File: src/rtl/decoder_pkg.sv
// Shared constants and decode helper for the registered 3-to-8 decoder.
// DECODER_ACTIVE_LOW_EN selects the one-cold output polarity and its reset value.
package decoder_pkg;

    localparam int SEL_W = 3;
    localparam int OUT_W = 8;

`ifdef DECODER_ACTIVE_LOW_EN
    // All lines inactive means all ones when the outputs are one-cold.
    localparam logic [OUT_W-1:0] OUT_RST = 8'hFF;
`else
    localparam logic [OUT_W-1:0] OUT_RST = 8'h00;
`endif

    function automatic logic [OUT_W-1:0] decode_onehot(input logic [SEL_W-1:0] sel);
        logic [OUT_W-1:0] one;
        one = {{(OUT_W-1){1'b0}}, 1'b1};
        return one << sel;
    endfunction

endpackage

File: src/rtl/decoder_3to8_comb.sv
// Combinational 3-to-8 decode with output polarity applied.
// DECODER_ACTIVE_LOW_EN defined: one-cold output; undefined: one-hot output.
module decoder_3to8_comb
    import decoder_pkg::*;
(
    input  logic [SEL_W-1:0] sel,
    output logic [OUT_W-1:0] dec
);

    always_comb begin
        dec = decode_onehot(sel);
`ifdef DECODER_ACTIVE_LOW_EN
        dec = ~dec;
`endif
    end

endmodule

File: src/rtl/decoder_3to8.sv
// Registered 3-to-8 line decoder: one cycle from select inputs to output.
// Polarity and reset value follow DECODER_ACTIVE_LOW_EN (see decoder_pkg).
module decoder_3to8
    import decoder_pkg::*;
(
    input  logic             sys_clk,
    input  logic             sys_rst,
    input  logic             in_1,
    input  logic             in_2,
    input  logic             in_3,
    output logic [OUT_W-1:0] out
);

    logic [SEL_W-1:0] sel;
    logic [OUT_W-1:0] dec;
    logic [OUT_W-1:0] out_d;
    logic [OUT_W-1:0] out_q;

    assign sel = {in_1, in_2, in_3};

    decoder_3to8_comb u_comb (
        .sel (sel),
        .dec (dec)
    );

    always_comb begin
        out_d = dec;
    end

    // Reset wins over the inputs at any edge where sys_rst is high.
    always_ff @(posedge sys_clk) begin
        if (sys_rst) begin
            out_q <= OUT_RST;
        end else begin
            out_q <= out_d;
        end
    end

    assign out = out_q;

endmodule

File: config.mk
export PLATFORM = sky130hd
export DESIGN_NAME = decoder_3to8
export DESIGN_NICKNAME = d
export VERILOG_FILES = /design/src/rtl/decoder_pkg.sv /design/src/rtl/decoder_3to8_comb.sv /design/src/rtl/decoder_3to8.sv
export SDC_FILE = /design/constraint.sdc
export NUM_CORES = 1
export LEC_CHECK = 0
export BUFFER_PORTS_ARGS = -buffer_cell sky130_fd_sc_hd__buf_2
export CORE_AREA = 5 5 42 44
export CTS_BUF_LIST = sky130_fd_sc_hd__clkbuf_4 sky130_fd_sc_hd__clkbuf_8 sky130_fd_sc_hd__clkbuf_16
export CTS_CLUSTER_DIAMETER = 200
export CTS_CLUSTER_SIZE = 8
export DETAILED_ROUTE_END_ITERATION = 6
export DIE_AREA = 0 0 47 49
export PLACE_DENSITY = 0.41
export SYNTH_ARGS = -nofsm -noshare
export SYNTH_HDL_FRONTEND = slang
export SYNTH_SLANG_ARGS = --single-unit
File: constraint.sdc
create_clock -name sys_clk -period 0.8 [get_ports sys_clk]
set_input_delay 0.04 -clock sys_clk [delete_from_list [all_inputs] [get_ports sys_clk]]
set_output_delay 0.04 -clock sys_clk [all_outputs]
set_load 0.05 [all_outputs]
==> results by group <==
Cells and area
  • Area delta synth->final: 66.1%
  • Layout Nets: 38
  • Commonest cells after routing, fill and taps aside: buf_6, dfxtp_2, buf_2
  • Max reg flops: 8
  • Most common cell after layout, fill and taps aside: buf_6
  • Share of cells above drive strength 1: 0.710
  • Post-route cell area: 399 um2
  • Antenna diodes: 0

Routing
  • Met1 wire length: 241 um
  • Detail Route met3 WL: 96 um
  • Top Metal Used: met4
  • # DRC: 0
  • Vias per cell: 4.09
  • Routed WL per cell: 11.1 um
  • Vias: 192
  • Met2 WL: about 180 um
  • 1st-iter DRT viols: 0
  • TritonRoute pass-1 iters: 1
  • Final WL: ~520 um
  • Antenna Violating Nets Remaining: 0

Synth
  • Sequential fraction of the synthesis area: 0.667
  • Syn Std Cell Area: 240 um2
  • Syn avg cell area: 15.0 um2
  • Distinct cells, synth: 6
  • Syn Inst Count: 16
  • Syn Nets: 21
  • Number of synthesized register bits: 8
  • Synth warnings: 0

Critical path
  • Worst Path Buf+Inv: 1
  • Critical path fanouts, max: 1
  • Worst EP arrival: 0.73 ns
  • Critical Path Max Stage Delay: roughly 0.32 ns
  • Worst Setup End Kind: output port
  • Crit path depth: 1
  • Worst setup path category: register to output port
  • Worst EP required: between 0.7 and 0.8 ns
  • Crit start category: register
  • Family with the most delay on the worst path: flip-flops
  • Worst path cell trace: buf_6
  • Crit path max-delay cell type: dfxtp_1

Placed design
  • Post-DP HPWL: 367 um
  • I/O Buffers: 12
  • Placed Area: between 300 and 400 um2
  • Final GP Congestion: approximately 0.66

Pwr
  • Maximum vdd drop: ~0.00065 V
  • Total power: 0.000813 W
  • Pwr per Cell Area: 2040 mW/mm2
  • Leak: about 0.17 nW

Job
  • Max Cap Viol: 0

Global routing
  • Total grt overflow: 0
  • Global-route wire length before repair: 848 um
  • Largest net degree at the start of global routing: 9
  • Vias in the first global route: 193
  • Total global-route track usage: 0.0566
  • Antenna violations before repair: 0

CTS
  • Reg clk slew, reported paths: 0.05 ns
  • CTS tree: done
  • CTS Buffer Depth: 2
  • Postcts setup bufs: 0
  • H-tree depth: 1
  • CTS Buf Count: 3
  • CTS root buffer: clkbuf_4
  • CTS sink cnt: 8

STA
  • Final Hold Fails: 0
  • Tightest Pin Transition: 0.246 ns
  • Final period util: 0.964
  • Tmin final: 0.771 ns
  • Slew headroom: 0.834
  • Worst Hold Slack: between 0.04 and 0.05 ns
  • Fmax achieved: 1300 MHz
  • Fin. max-slew vios: 0
  • Setup violations, final: 0

Floorplanning
  • Core Footprint: 0.00140 mm2
  • Die W: 47 um
  • IO Pins: 13
  • Initial core utilization: 0.171
  • Die area: 0.00230 mm2
  • Row count: 14
  • Die Y: 49 um

Run status
  • Outcome: finished, final reports clean

Hold path
  • Hold Path Stages: 2
  • Worst Hold Class: primary input to register
[cells in the mapped netlist]
| cell type | number | area share |
|---|---|---|
| dfxtp_1 | 8 | 0.67 |
| and4bb_2 | 2 | 0.10 |
| nor4_1 | 1 | 0.026 |
| nor4b_1 | 3 | 0.11 |
| and4b_1 | 1 | 0.042 |
| and4bb_1 | 1 | 0.052 |
[path summary, 6_finish.rpt]
kind,startpoint,endpoint
worst min-delay path,in_3,out[0]
worst max-delay path,out[5],out[5]
[timing repair]
action / CTS / global route
gates resized for setup: 9 / 12
hold buffers: 0 / 0
setup endpoints to repair: 8 / 8
hold endpoints to repair: 0 / 0
gates cloned: 0 / 0
[per-layer routing]
metal | vias up | GRT usage
li1 | 97 | -
met1 | 82 | 0.0668
met2 | 11 | 0.0520
met3 | 2 | 0.0554
met4 | 0 | 0.0553
met5 | - | 0
[logic make-up after synthesis]
family           share of synthesized area
DFF                                  0.667
and+or+nand+nor                      0.333
[through the flow]
stage / setup WS, ns / util / instances / setup TNS, ns
after global placement: 0.193 / 0.229 / 44 / 0
after detailed placement: 0.216 / 0.229 / 44 / 0
after global routing: -0.00238 / 0.285 / 47 / -0.00238
after floorplan: 0.173 / - / 16 / 0
final: 0.0291 / 0.285 / 47 / 0
after CTS: 0.00309 / 0.262 / 47 / 0
[cell type report]
class,instances,area [um2]
repair buffers,12,110
clock buffers,3,22.5
fillers,154,1000
well taps,16,20.0
flip-flops and latches,8,166
multi-input cells,8,80.1
[report_power, final]
group	internal [W]	total (W)	switching (W)
clock	0.000171	0.000297	0.000126
combinational	0.0000386	0.000101	0.0000627
sequential	0.000411	0.000416	0.00000453
total	0.000621	0.000813	0.000193
No activity file was read; power rests on OpenSTA's default activity.
